## src/rtl/dummy_cp_app_copy_core.sv

```systemverilog
// Streaming copy kernel: walks an EXTENT_X x EXTENT_Y domain, reads one pixel per
// cycle and re-emits it unchanged after a fixed DELAY-stage pipeline.
module dummy_cp_app_copy_core #(
  parameter int WIDTH    = 16,
  parameter int EXTENT_X = 64,
  parameter int EXTENT_Y = 64,
  parameter int DELAY    = 2
) (
  input  logic             clk,
  input  logic             rst_n,
  input  logic             flush,
  output logic             dummy_cp_app_in_cgra_1_dummy_cp_app_in_cgra_1_update_0_write_valid,
  output logic [WIDTH-1:0] dummy_cp_app_in_cgra_1_dummy_cp_app_in_cgra_1_update_0_write [0:0],
  output logic             raw_oc_raw_update_0_read_en,
  input  logic [WIDTH-1:0] raw_oc_raw_update_0_read [0:0]
);

  localparam int XW = (EXTENT_X > 1) ? $clog2(EXTENT_X) : 1;
  localparam int YW = (EXTENT_Y > 1) ? $clog2(EXTENT_Y) : 1;
  localparam logic [XW-1:0] X_LAST = XW'(EXTENT_X - 1);
  localparam logic [YW-1:0] Y_LAST = YW'(EXTENT_Y - 1);

  typedef enum logic [2:0] {
    S_IDLE,
    S_ARMED,
    S_RUN,
    S_DRAIN,
    S_DONE
  } state_e;

  state_e           state_q, state_d;
  logic [XW-1:0]    x_q, x_d;
  logic [YW-1:0]    y_q, y_d;
  logic [DELAY-1:0] vld_q;
  logic [WIDTH-1:0] data_q [DELAY];
  logic             rd_en;
  logic             last_read;

  // The request is combinational so a flush or reset withdraws it within the cycle.
  assign rd_en     = (state_q == S_RUN) && !flush;
  assign last_read = rd_en && (x_q == X_LAST) && (y_q == Y_LAST);

  // NOTE: every variable gets a default at the top of the block, so no path
  // through the case can leave one unassigned and infer a latch.
  always_comb begin
    state_d = state_q;
    x_d     = x_q;
    y_d     = y_q;
    if (flush) begin
      state_d = S_ARMED;
      x_d     = '0;
      y_d     = '0;
    end else begin
      unique case (state_q)
        S_IDLE:  state_d = S_IDLE;
        S_ARMED: state_d = S_RUN;
        S_RUN: begin
          if (x_q == X_LAST) begin
            x_d = '0;
            y_d = y_q + 1'b1;
          end else begin
            x_d = x_q + 1'b1;
          end
          if (last_read) state_d = S_DRAIN;
        end
        S_DRAIN: if (vld_q == '0) state_d = S_DONE;
        S_DONE:  state_d = S_DONE;
        default: state_d = S_IDLE;
      endcase
    end
  end

  // NOTE: the data pipeline is only DELAY words, so it is reset like any other
  // register; that is what makes the output read 0 straight out of reset.
  always_ff @(posedge clk or posedge rst_n) begin
    if (rst_n) begin
      state_q <= S_IDLE;
      x_q     <= '0;
      y_q     <= '0;
      vld_q   <= '0;
      for (int i = 0; i < DELAY; i++) data_q[i] <= '0;
    end else begin
      // NOTE: non-blocking assignments let each stage read its neighbour's
      // old value, which is what makes this a shift rather than a wire.
      state_q  <= state_d;
      x_q      <= x_d;
      y_q      <= y_d;
      vld_q[0] <= rd_en;
      for (int i = 1; i < DELAY; i++) vld_q[i] <= flush ? 1'b0 : vld_q[i-1];
      // Data stages only move with a valid beat so the output holds between pixels.
      if (!flush) begin
        if (rd_en) data_q[0] <= raw_oc_raw_update_0_read[0];
        for (int i = 1; i < DELAY; i++) begin
          if (vld_q[i-1]) data_q[i] <= data_q[i-1];
        end
      end
    end
  end

  assign raw_oc_raw_update_0_read_en = rd_en;
  assign dummy_cp_app_in_cgra_1_dummy_cp_app_in_cgra_1_update_0_write_valid = vld_q[DELAY-1];
  assign dummy_cp_app_in_cgra_1_dummy_cp_app_in_cgra_1_update_0_write[0]     = data_q[DELAY-1];

endmodule

```

## config.mk

```make
export PLATFORM = sky130hd
export DESIGN_NAME = dummy_cp_app_copy_core
export DESIGN_NICKNAME = d
export VERILOG_FILES = /design/src/rtl/dummy_cp_app_copy_core.sv
export SDC_FILE = /design/constraint.sdc
export NUM_CORES = 1
export LEC_CHECK = 0
export CAP_MARGIN = 30
export CELL_PAD_IN_SITES_DETAIL_PLACEMENT = 1
export CELL_PAD_IN_SITES_GLOBAL_PLACEMENT = 2
export CORE_MARGIN = 4
export CORE_UTILIZATION = 35
export DETAILED_ROUTE_END_ITERATION = 10
export HOLD_SLACK_MARGIN = 0.03
export PLACE_DENSITY_LB_ADDON = 0.1
export SLEW_MARGIN = 20
export SYNTH_ARGS = -nofsm -noshare
export SYNTH_HDL_FRONTEND = slang
export SYNTH_SLANG_ARGS = --single-unit
```

## constraint.sdc

```tcl
create_clock -name clk -period 2 [get_ports clk]
set_input_delay 0.3 -clock clk [delete_from_list [all_inputs] [get_ports clk]]
set_output_delay 0.3 -clock clk [all_outputs]
set_load 0.01 [all_outputs]
```

==> Word level (Yosys, flattened, before mapping) <==
Index checks and enable logic that the tools add are counted.
{ "word_totals": {"output_inout_bits": 18, "elab_cells": 39, "input_bits": 19, "ff_bits": 49} }
{ "op_classes": {"mux": 11, "n_addsub": 2, "n_bitwise": 1, "reduce_logical": 11, "eq_ne": 8} }
{ "op_table": {"columns": ["operator", "n"], "rows": [
  ["6-bit two-way mux", 6],
  ["6-bit by 1-bit adder with 6-bit output, second input constant", 2],
  ["6-bit == test, second input constant", 2],
  ["3-bit case mux with 4 select lines", 1],
  ["3-bit two-way mux", 3],
  ["2-bit AND reduction", 4],
  ["3-bit by 2-bit == test with 1-bit output, second input constant", 2],
  ["3-bit inequality test, second input constant", 2],
  ["2-bit nonzero test", 2],
  ["3-bit by 1-bit == test with 1-bit output, second input constant", 1],
  ["3-bit == test, second input constant", 1],
  ["1-bit logical AND", 3],
  ["2-bit zero test", 1],
  ["1-bit zero test", 1],
  ["1-bit two-way mux", 1],
  ["1-bit inverter", 1]
]} }

==> Longest topological paths before layout <==
{ "logic_depth": {"ltp_word": 7, "depth_mapped": 5, "ltp_nobuf": 4} }

==> Worst setup path before layout <==
Ideal clock, no wire load.
{ "synth_timing": {"path_kind": "reg2reg", "startpoint": "register state_q[2]", "endpoint": "register data_q[16] (netlist bit)", "required_time_ns": 1.875, "arrival_time_ns": 1.619, "setup_slack_ns": 0.256, "synth_period_minus_slack_ns": 1.744, "setup_ns": 0.125, "path_buffers": 2, "path_stages_with_launch": 6, "path_cell_list": "dfrtp_1 or3b_1 buf_6 nor2_4 buf_6 mux2_2"} }
{ "synth_via": {"elab_chain_len": 3} }
{ "synth_rtl": {"columns": ["item", "line", "text"], "rows": [
  ["start: declaration", "31", "state_e state_q, state_d;"],
  ["start signal: assignment", "85", "state_q <= state_d;"],
  ["3-bit by 2-bit == test with 1-bit output", "40", "assign rd_en = (state_q == S_RUN) && !flush;"],
  ["1-bit logical AND", "40", null],
  ["named net raw_oc_raw_update_0_read_en", "14", "output logic raw_oc_raw_update_0_read_en,"],
  ["2-bit AND reduction (no line)", null, null],
  ["end signal: indexed assignment", "94", "if (vld_q[i-1]) data_q[i] <= data_q[i-1];"],
  ["end: declaration", "35", "logic [WIDTH-1:0] data_q [DELAY];"]
]} }
The timed path passes the listed nets, and every way through them passes these cells.
A chain may end at the register's enable or synchronous reset.

==> Worst setup path after layout <==
{ "layout_timing": {"startpoint": "register state_q[0]", "endpoint": "output port raw_oc_raw_update_0_read_en"} }
{ "layout_via": {"elab_chain_len": 2} }
{ "layout_rtl": {"columns": ["item", "line"], "rows": [
  ["3-bit by 2-bit == test with 1-bit output", "40"],
  ["1-bit logical AND", "40"],
  ["end: declaration", "14"]
]} }
No other way between the ends.

==> impl_metrics.yaml <==
worst_setup_path:
  timing.rr.start: "x_q[3]"
  path_depth: 3
  cp-start-kind: "register"
  path_class: "reg -> out"
  worst-path-buf-inv: 1
  cpMaxStageDelayCell: "dfrtp_1"
  crit_required_ns: 1.70
  critPathLaunch: "state_q[0]"
  path_max_fanout: 5
  crit_chain: "or3b_4 -> nor2_4 -> dlygate4sd2_1"
  crit_path_end_kind: "output port"
  critPathArrivalTime_ns: 1.53
  rr_endpoint: "y_q[5]"
  critPathTopFamily: "simple AND/OR/NAND/NOR gates"
  r2r_slack_ns: 0.23
  reg2regPathDepth: 3
  endpoint: "raw_oc_raw_update_0_read_en"
  slowest_delay_ns: 0.42
synthesis:
  synth_cells: 172
  yosys-top-cells-area: "dfrtp_1 56%, mux2_2 17%, buf_4 5.5%"
  synth_top_family_by_area: "multiplexers"
  yosys_register_bits: 49
  synth-xor-area-share: 0.004018
  synthSimpleGateAreaFrac: 0.1033
  muxShareOfSynthArea: 0.1751
  synth-edff-count: 0
  synthArstFlopShare: 1.000
  synth.net_count: 193
  yosys.area.top_type: "dfrtp_1"
  syn_avg_cell_area_um2: 12.67
  synthDistinctLibCells: 34
  synth_compound_area_frac: 0.06200
  syn-cell-area_um2: 2180
  ys_seq_area_frac: 0.5626
  yosys_warnings: 0
  synth_fa_ha_area_frac: 0.01148
  synth-main-ff-cell: "dfrtp_1"
  netlist.area_leader.share: 0.5626
sta:
  grt_setup_unrepaired: "no"
  finalSetupViolations: 0
  fin_ws_ns: 0.1740
  final.period_utilization: 0.9130
  slew_violations: 0
  fin_setup_tns_ns: 0
  tightestPinTransition_ns: 0.4449
  relSlewSlack: 0.6993
  finalClockSkew_ns: 0.006410
  final-hold-violation-count: 0
  fin_crit_ns: 1.826
  fmax_ghz: 0.5476
detailed_routing:
  drtIter0Drc: 81
  vias_per_cell: 5.127
  drcViolationCount: 0
  post_drt_wl_per_cell_um: 15.92
  vias: 1410
  drt-pass1-iter-count: 4
  routed_wl_mm: 4.379
  ant_nets: 0
placed_design:
  place.gp.congestion: 0.7369
  dp_slack_ns: 0.1820
  placed_cells_incl_taps: 267
  io_buffers: 36
  place.detailed.hpwl_mm: 3.110
power_and_ir_drop:
  vdd_drop_max_v: 0.0005353
  leakage_nw: 1.096
  seqPwrFrac: 0.492
  p_sw_w: 0.0007890
  comb_power_share: 0.282
  intPower_w: 0.002255
  p_clk_frac: 0.227
  switching_share: 0.2592
  p_per_area_nw_per_um2: 1142
cts:
  clock_latency_ns: 0.30
  cts.sinks: 49
  cts_inserted_buffers: 5
  cts_root_buf: "clkbuf_8"
  cts_buffer_depth: 2
  h-tree-depth: 2
  cts_tree: "built"
  path_clk_slew_ns: 0.09
  cts_hold_buf: 0
worst_hold_path:
  hold_path_class: "in -> async"
final_layout:
  post-route-util: 0.4449
  syn2layout_area_growth_pct: 22.27
  drive_gt1_frac: 0.2600
  final_cell_count_no_fill: 275
  antenna_cells: 0
  nets: 221
outcome:
  outcome: "complete, no violations"
die:
  fp.dieW_um: 86.92
  fp-row-count: 28
  die_area_um2: 7554
  coreArea_um2: 5991
  start_util: 0.3638
  die_h_um: 86.92
  io_pins: 37
global_routing:
  grt_pass1_vias: 1583
  grt_antenna_before_repair: 0
  grtUsageTotal: 0.1286
  grt_max_degree: 50
  grt_pass1_wl_mm: 7.583
  overflow: 0
run:
  maxCapViolCount: 0
[worst min path at each step]
stage,slack (ns),endpoint,from,depth (start not counted)
global placement,0.48,data_q[17],data_q[17],1
floorplan,0.45,data_q[16],raw_oc_raw_update_0_read[0],1
detailed placement,0.49,register,data_q[26],1
finish,0.35,data_q[31],rst_n,3
global route,0.38,y_q[2],rst_n,3
CTS,0.36,y_q[2],rst_n,3
[power groups by stage]
stage,logic (W),clock network (W),registers (W)
3_5_place_dp,0.000861,0,0.00153
5_1_grt,0.000926,0.000762,0.00154
6_report,0.000857,0.000690,0.00150
4_1_cts,0.000876,0.000713,0.00150
3_3_place_gp,0.000843,0,0.00149
2_1_floorplan,0.000666,0,0.00146
[worst min-delay path, stage by stage]
cell             delay, ns
clkdlybuf4s50_1       0.41
inv_2                 0.07
buf_12                0.25
[cells in the mapped netlist (2+ instances only)]
cell      instances
nand2_1           7
or3_1             3
nand3_1           6
mux2_2           33
nor3b_1           2
buf_4            16
o31ai_1           4
buf_6             2
clkbuf_1          4
dfrtp_1          49
nor2b_1           2
inv_1             3
or4_1             5
o21ai_0           3
nor2_1            4
a21oi_1          10
ha_1              2
[kinds of logic (layout without fill, tap and decap cells)]
logic type | count (synthesis) | after routing
flops | 49 | 49
simple gates | 37 | 37
mux | 34 | 34
buf+inv | 27 | 55
compound gates | 22 | 22
fa+ha+maj | 2 | 2
xor+xnor | 1 | 1
[metrics by stage]
step	instance area [µm²]	total power [W]	hold slack, ns
after floorplan	2180	0.002125	0.4516
after global placement	2552	0.002338	0.4834
after detailed placement	2552	0.002388	0.4926
after CTS	2665	0.003094	0.3645
after global routing	2665	0.003228	0.3775
final	2665	0.003044	0.3498
[flip-flops by register name (all words and copies together) (netlist names)]
signal and count:
y_q 6, x_q 6, dummy_cp_app_in_cgra_1_dummy_cp_app_in_cgra_1_update_0_write 16, data_q 16, state_q 3, vld_q 2
[layout by cell type, fill, tap and decap left out, drive strengths merged, types with 2 or more instances in the layout]
cell / instances
nor2: 5
inv: 3
nand2: 7
or4: 5
mux2: 33
clkbuf: 5
buf: 9
a21oi: 10
nand3: 6
o31ai: 4
ha: 2
o21ai: 3
clkdlybuf4s50: 35
dfrtp: 49
or3: 3
nor2b: 2
nor3b: 2
[final cells by class]
class,count,area (µm²)
clock buffers,5,68.82
clock inverters,2,35.03
fillers,615,3326
inverters,3,11.26
multi-input cells,96,778.2
flip-flops and latches,49,1226
well taps,75,93.84
repair buffers,45,451.7
[repair_timing]
action,in CTS,in global routing
endpoints found under the setup margin,1,0
resized for setup,2,0
setup buffers,1,0
[layer usage]
layer / global-route usage / vias up / wire length (µm)
li1: - / 649 / -
met1: 0.1573 / 729 / 1897
met2: 0.2160 / 24 / 2242
met3: 0.03879 / 8 / 164
met4: 0.04249 / 0 / 74
met5: 0 / - / 0
No activity file was read; power rests on OpenSTA's default activity.
==> edit 1: new RTL, same settings <==
Re-encode `state_e` (5 states) as one-hot, 5 bits wide.
--- a/src/rtl/dummy_cp_app_copy_core.sv
+++ b/src/rtl/dummy_cp_app_copy_core.sv
@@ -22,8 +22,8 @@
 
-  typedef enum logic [2:0] {
-    S_IDLE,
-    S_ARMED,
-    S_RUN,
-    S_DRAIN,
-    S_DONE
+  typedef enum logic [4:0] {
+    S_IDLE  = 5'b00001,
+    S_ARMED = 5'b00010,
+    S_RUN   = 5'b00100,
+    S_DRAIN = 5'b01000,
+    S_DONE  = 5'b10000
   } state_e;
Formal check against the unedited RTL: no difference found for any inputs over 10 cycles, from zero or initial values and one cycle with rst_n high; not proved beyond that.
==> edit 1 against the unedited design <==
First-iteration DRC count fell by 51%; routed wire length rose by 12%; final area grew 6.3%; sequential cell count increased by 2; critical path depth grew 1; area after synthesis grew 4.2%; power fell by 17%; worst setup slack lost 0.10 ns; critical path type is now flop to flop.
==> edit 1: results (changes against the unedited design) <==
Run status
  • Status: finished clean

Worst setup path
  • Cell type of the slowest stage on the worst timing path: sky130_fd_sc_hd__or4_4
  • Crit Reg-Reg Startpoint: state_q[4]
  • Req. time, crit path: 2.24 ns (+0.54 ns)
  • Worst path max stage delay: 0.55 ns (+0.13 ns)
  • Cell count of the worst reg-to-reg path: 4 (+1)
  • CP max FO: 3 (-2)
  • R2R Setup Slk: 0.07 ns (-0.16 ns)

Pwr
  • Sequential cell fraction of total power: 53.6% (+4.4 points)
  • Proportion of power drawn by the clock network: 23.3% (+0.6 points)
  • Maximum VDD drop: 0.000412 V (-23%)
  • Cell-internal power: 1.88 mW (-17%)
  • Sw Pwr: 0.660 mW (-16%)
  • Leak: 1.20 nW (+10%)

Drt
  • Total detailed-routing wirelength: 4920 um (+12%)
  • Via count: 1521 (+7.9%)
  • First-pass iteration count of the detailed router: 4 (unchanged)
  • Length of routed met2 wiring: 2520 um (+12%)
  • Metal-1 WL: 2160 um (+14%)
  • Sum of met3 wire segment lengths after detailed routing: 173 um (+5.5%)
  • Initial drt markers: 40 (-51%)

Place
  • Count of input and output buffers: 36 (unchanged)
  • Placed inst area: 0.00271 mm^2 (+6.1%)
  • RD Place Congestion: 0.756 (+2.5%)
  • Half-perimeter wire length of the detailed placement result: 3680 um (+18%)

Global routing
  • Met3 Track Usage GR: 3.54% (-0.34 points)
  • Total routing usage reported by global routing: 14.5% (+1.6 points)
  • Met1 routing resource usage after global routing: 18.7% (+3.0 points)
  • Via count of the first global-routing pass: 1714 (+8.3%)
  • Pin count of the biggest net entering global routing: 27 (-46%)
  • Global-route wire length before repair: 8540 um (+13%)
  • Global Route met2 Usage: 23.9% (+2.3 points)

Logic synthesis
  • Multiplexer share of the synthesized area: 16.8% (-0.70 points)
  • Part of the Yosys area used for sequential elements: 56.3% (about the same)
  • Compound-gate portion of the synthesized area: 5.40% (-0.80 points)
  • Nets in the synthesized netlist: 208 (+7.8%)
  • Largest cells by area after synthesis: sky130_fd_sc_hd__dfrtp_1, sky130_fd_sc_hd__mux2_2, sky130_fd_sc_hd__buf_4, sky130_fd_sc_hd__a21oi_1, sky130_fd_sc_hd__nor2_1
  • Most used flip-flop cell after synthesis: sky130_fd_sc_hd__dfrtp_1
  • Fraction of synthesized cell area in xor and xnor cells: 1.93% (+1.5 points)
  • Adder-cell area share of the yosys netlist: 1.10% (-0.046 points)
  • Leading cell types by count after synthesis: sky130_fd_sc_hd__dfrtp_1, sky130_fd_sc_hd__mux2_2, sky130_fd_sc_hd__buf_4, sky130_fd_sc_hd__nor2_1, sky130_fd_sc_hd__nand2_1
  • Unique masters post-synth: 32 (-5.9%)

Worst hold path
  • Class of the worst hold path: input pin to asynchronous set/reset pin

CTS
  • Skew-Pair Late Insertion Delay: 0.31 ns

STA
  • Hold WS: 0.271 ns (-0.0786 ns)
  • Layout Skew: 0.0161 ns (+0.00967 ns)
  • Tightest slew margin relative to the limit: 74.0% (+4.1 points)

Layout
  • Fill cell count: 678 (+10%)
  • Layout cell share with drive strength beyond 1: 30.1% (+4.1 points)
  • Final net count: 246 (+11%)
edit 1: changes by cell type after synthesis, moves of 2 or more:
cell	delta
sky130_fd_sc_hd__nor3_1	+3
sky130_fd_sc_hd__nor2_1	+8
sky130_fd_sc_hd__nor4_1	+2
sky130_fd_sc_hd__xor2_1	+2
sky130_fd_sc_hd__nand4_1	+2
sky130_fd_sc_hd__xnor2_1	+2
sky130_fd_sc_hd__buf_6	-2
sky130_fd_sc_hd__nand3_1	-3
sky130_fd_sc_hd__nor3b_1	-2
sky130_fd_sc_hd__nand2_1	+4
edit 1: final cells by class:
class | count | area, um^2 | share of cell area, %
repair buffers | 53 | 499 | 17.6
multi-input cells | 110 | 857 | 30.2
inverters | 4 | 15.0 | 0.530
flip-flops and latches | 51 | 1280 | 45.1
clock buffers | 6 | 72.6 | 2.56
clock inverters | 2 | 16.3 | 0.574
well taps | 77 | 96.3 | 3.40
edit 1: what timing repair did:
action                                  4_1_cts  5_1_grt
hold endpoints to repair                      0        0
buffers inserted                              0        2
gates resized for setup                       3        4
pin swaps                                     0        1
endpoints found under the setup margin        1        1
cloned                                        0        0
edit 1: critical path: cells and delay by family (launching register included):
kind / cells / cell delay [ns]
AO/OA/AOI/OAI: 1 / 0.12
AND/OR/NAND/NOR: 3 / 1.37
flip-flops: 1 / 0.39
edit 1: how the worst max path moves through the flow:
stage                      end  startpoint
finish                  y_q[5]  state_q[4]
floorplan           data_q[16]  state_q[4]
global placement        y_q[5]  state_q[4]
CTS                     y_q[5]  state_q[4]
detailed placement      y_q[5]  state_q[4]
global route            y_q[5]  state_q[4]
edit 1: stage by stage:
stage	setup WS (ns)	cells
after floorplan	0.00542	187
after global placement	0.0808	293
after detailed placement	0.0367	293
after CTS	0.0158	301
after global routing	0.00978	303
final	0.0696	303
==> edit 2: new RTL, config.mk and constraints unchanged <==
Without the edit above. Set the parameter `WIDTH` to 12 (it was 16).
--- a/src/rtl/dummy_cp_app_copy_core.sv
+++ b/src/rtl/dummy_cp_app_copy_core.sv
@@ -3,3 +3,3 @@
 module dummy_cp_app_copy_core #(
-  parameter int WIDTH    = 16,
+  parameter int WIDTH    = 12,
   parameter int EXTENT_X = 64,
Interface: changed (resized dummy_cp_app_in_cgra_1_dummy_cp_app_in_cgra_1_update_0_write and raw_oc_raw_update_0_read); port bits go from 37 to 29. The function was not compared with the original's and may differ.
==> edit 2 against the unedited design <==
Final area is 16% lower; worst setup slack worse by 0.028 ns; sequential cell count decreased by 8; non-clock buffer count shrank 7; synthesized cell count down 12%; routed wire length is 17% lower; clock power fell by 24%; area after synthesis decreased by 15%; power down 29%; critical endpoint unchanged; core utilization shrank 0.41 points; worst hold slack better by 0.091 ns; critical path type unchanged.
==> edit 2: results (changes against the unedited design) <==
Place
  • Setup WS pre-CTS: 0.147 ns (-0.0349 ns)
  • Inst Count DP: 241 (-9.7%)
  • Half-perimeter wire length of the detailed placement result: 2680 um (-14%)
  • RD Place Congestion: 0.712 (-3.4%)
  • Count of input and output buffers: 28 (-22%)

Logic synthesis
  • Average instance area after synthesis: 12.2 um^2 (-3.7%)
  • Unique masters post-synth: 33 (-2.9%)
  • Largest cells by area after synthesis: sky130_fd_sc_hd__dfrtp_1, sky130_fd_sc_hd__mux2_1, sky130_fd_sc_hd__buf_4, sky130_fd_sc_hd__a21oi_1, sky130_fd_sc_hd__o31ai_1
  • Part of the Yosys area used for sequential elements: 55.7% (-0.55 points)
  • Leading cell types by count after synthesis: sky130_fd_sc_hd__dfrtp_1, sky130_fd_sc_hd__mux2_1, sky130_fd_sc_hd__buf_4, sky130_fd_sc_hd__a21oi_1, sky130_fd_sc_hd__nand2_1
  • Nets in the synthesized netlist: 168 (-13%)
  • Yosys warns: 0 (unchanged)
  • Post-synthesis async set-or-reset flop share: 100% (unchanged)

Layout
  • Layout cell share with drive strength beyond 1: 11.2% (-15 points)
  • Non-filler instance count after layout: 249 (-9.5%)
  • Final net count: 195 (-12%)
  • Fill cell count: 566 (-8.0%)
  • Antenna Diode Count: 0 (unchanged)

Global routing
  • Global-route wire length before repair: 6620 um (-13%)
  • Via count of the first global-routing pass: 1402 (-11%)
  • Pin count of the biggest net entering global routing: 42 (-16%)
  • Total routing usage reported by global routing: 13.4% (+0.54 points)

Worst setup path
  • CP max FO: 6 (+1)
  • Crit Reg-Reg Startpoint: state_q[2]
  • R2r endpoint: x_q[5]
  • Cell count of the worst reg-to-reg path: 4 (+1)
  • Data arrival time at the worst-slack endpoint: 1.55 ns (+0.02 ns)
  • R2R Setup Slk: 0.25 ns (+0.02 ns)

STA
  • Layout Skew: 0.00363 ns (-0.00278 ns)
  • Tightest slew margin relative to the limit: 64.9% (-5.0 points)
  • Hold WS: 0.441 ns (+0.0910 ns)

CTS
  • Clock slew at reported path FFs: 0.08 ns
  • Number of H-tree levels: 2 (unchanged)
  • Clock tree root driver cell: sky130_fd_sc_hd__clkbuf_8
  • Number of buffers added by the clock tree synthesis step: 5 (unchanged)

Drt
  • Total detailed-routing wirelength: 3630 um (-17%)
  • Initial drt markers: 30 (-63%)
  • Via count: 1257 (-11%)
  • First-pass iteration count of the detailed router: 2 (-2)

Pwr
  • Maximum VDD drop: 0.000385 V (-28%)
  • Cell-internal power: 1.60 mW (-29%)
  • Leak: 0.959 nW (-13%)

Run status
  • Status: finished clean
==> edit 2: worst max path at each step <==
stage                     depth (start not counted)  slack, ns  startpoint                          end
after floorplan                                   5       0.29  state_q[2]                   data_q[15]
after global placement                            3       0.16       flush  raw_oc_raw_update_0_read_en
after detailed placement                          5       0.15       flush                         flop
after CTS                                         3       0.11  state_q[2]  raw_oc_raw_update_0_read_en
after global routing                              3       0.06  state_q[2]  raw_oc_raw_update_0_read_en
final                                             3       0.15  state_q[2]  raw_oc_raw_update_0_read_en
==> edit 2: layout make-up <==
cell class | count | area [um^2] | share of cell area [%]
sequential | 41 | 1030 | 45.6
inverter | 4 | 15.0 | 0.667
tap | 70 | 87.6 | 3.89
clock buffer | 5 | 68.8 | 3.06
clock inverter | 3 | 17.5 | 0.778
timing repair buffer | 38 | 354 | 15.7
multi-input combinational | 88 | 682 | 30.3
==> edit 2: worst max-delay path, stage by stage, from the launching register on <==
cell                            delay, ns
sky130_fd_sc_hd__dfrtp_1             0.43
sky130_fd_sc_hd__or3b_1              0.42
sky130_fd_sc_hd__nor2_2              0.14
sky130_fd_sc_hd__dlygate4sd2_1       0.29
==> edit 2: what timing repair did <==
item / CTS / global route
gates resized for setup: 1 / 0
setup endpoints to repair: 1 / 0
setup buffers: 0 / 0
==> edit 2: power by group through the flow <==
stage	combinational, mW	sequential (mW)	clock (mW)
floorplan	0.393	1.11	0
global placement	0.522	1.12	0
detailed placement	0.538	1.14	0
CTS	0.538	1.13	0.556
global route	0.574	1.16	0.588
finish	0.522	1.12	0.522
==> edit 2: kinds of logic (layout without fill, tap and decap cells) <==
kind of cell,Yosys count,after routing,synth area share (%)
adders and majority gates,2,2,1.36
muxes,26,26,15.8
buffers and inverters,22,50,7.27
xor gates and xnor gates,1,1,0.476
AOI/OAI and AO/OA,23,23,7.68
DFF,41,41,55.7
and+or+nand+nor,36,36,11.7
==> edit 2: layer usage <==
layer | part of all wire, % | wire [um] | global-route usage [%] | vias to the layer above
met5 | 0 | 0 | 0 | -
met4 | 1.3 | 46 | 4.56 | 0
met3 | 5.0 | 181 | 3.81 | 5
met2 | 50 | 1800 | 23.1 | 25
met1 | 44 | 1600 | 15.9 | 643
li1 | - | - | - | 584
==> edit 2: per-stage QoR <==
step / total power [mW] / area, um^2
2_1_floorplan: 1.50 / 1840
6_report: 2.17 / 2250
4_1_cts: 2.22 / 2250
5_1_grt: 2.32 / 2250
3_3_place_gp: 1.65 / 2170
3_5_place_dp: 1.68 / 2170
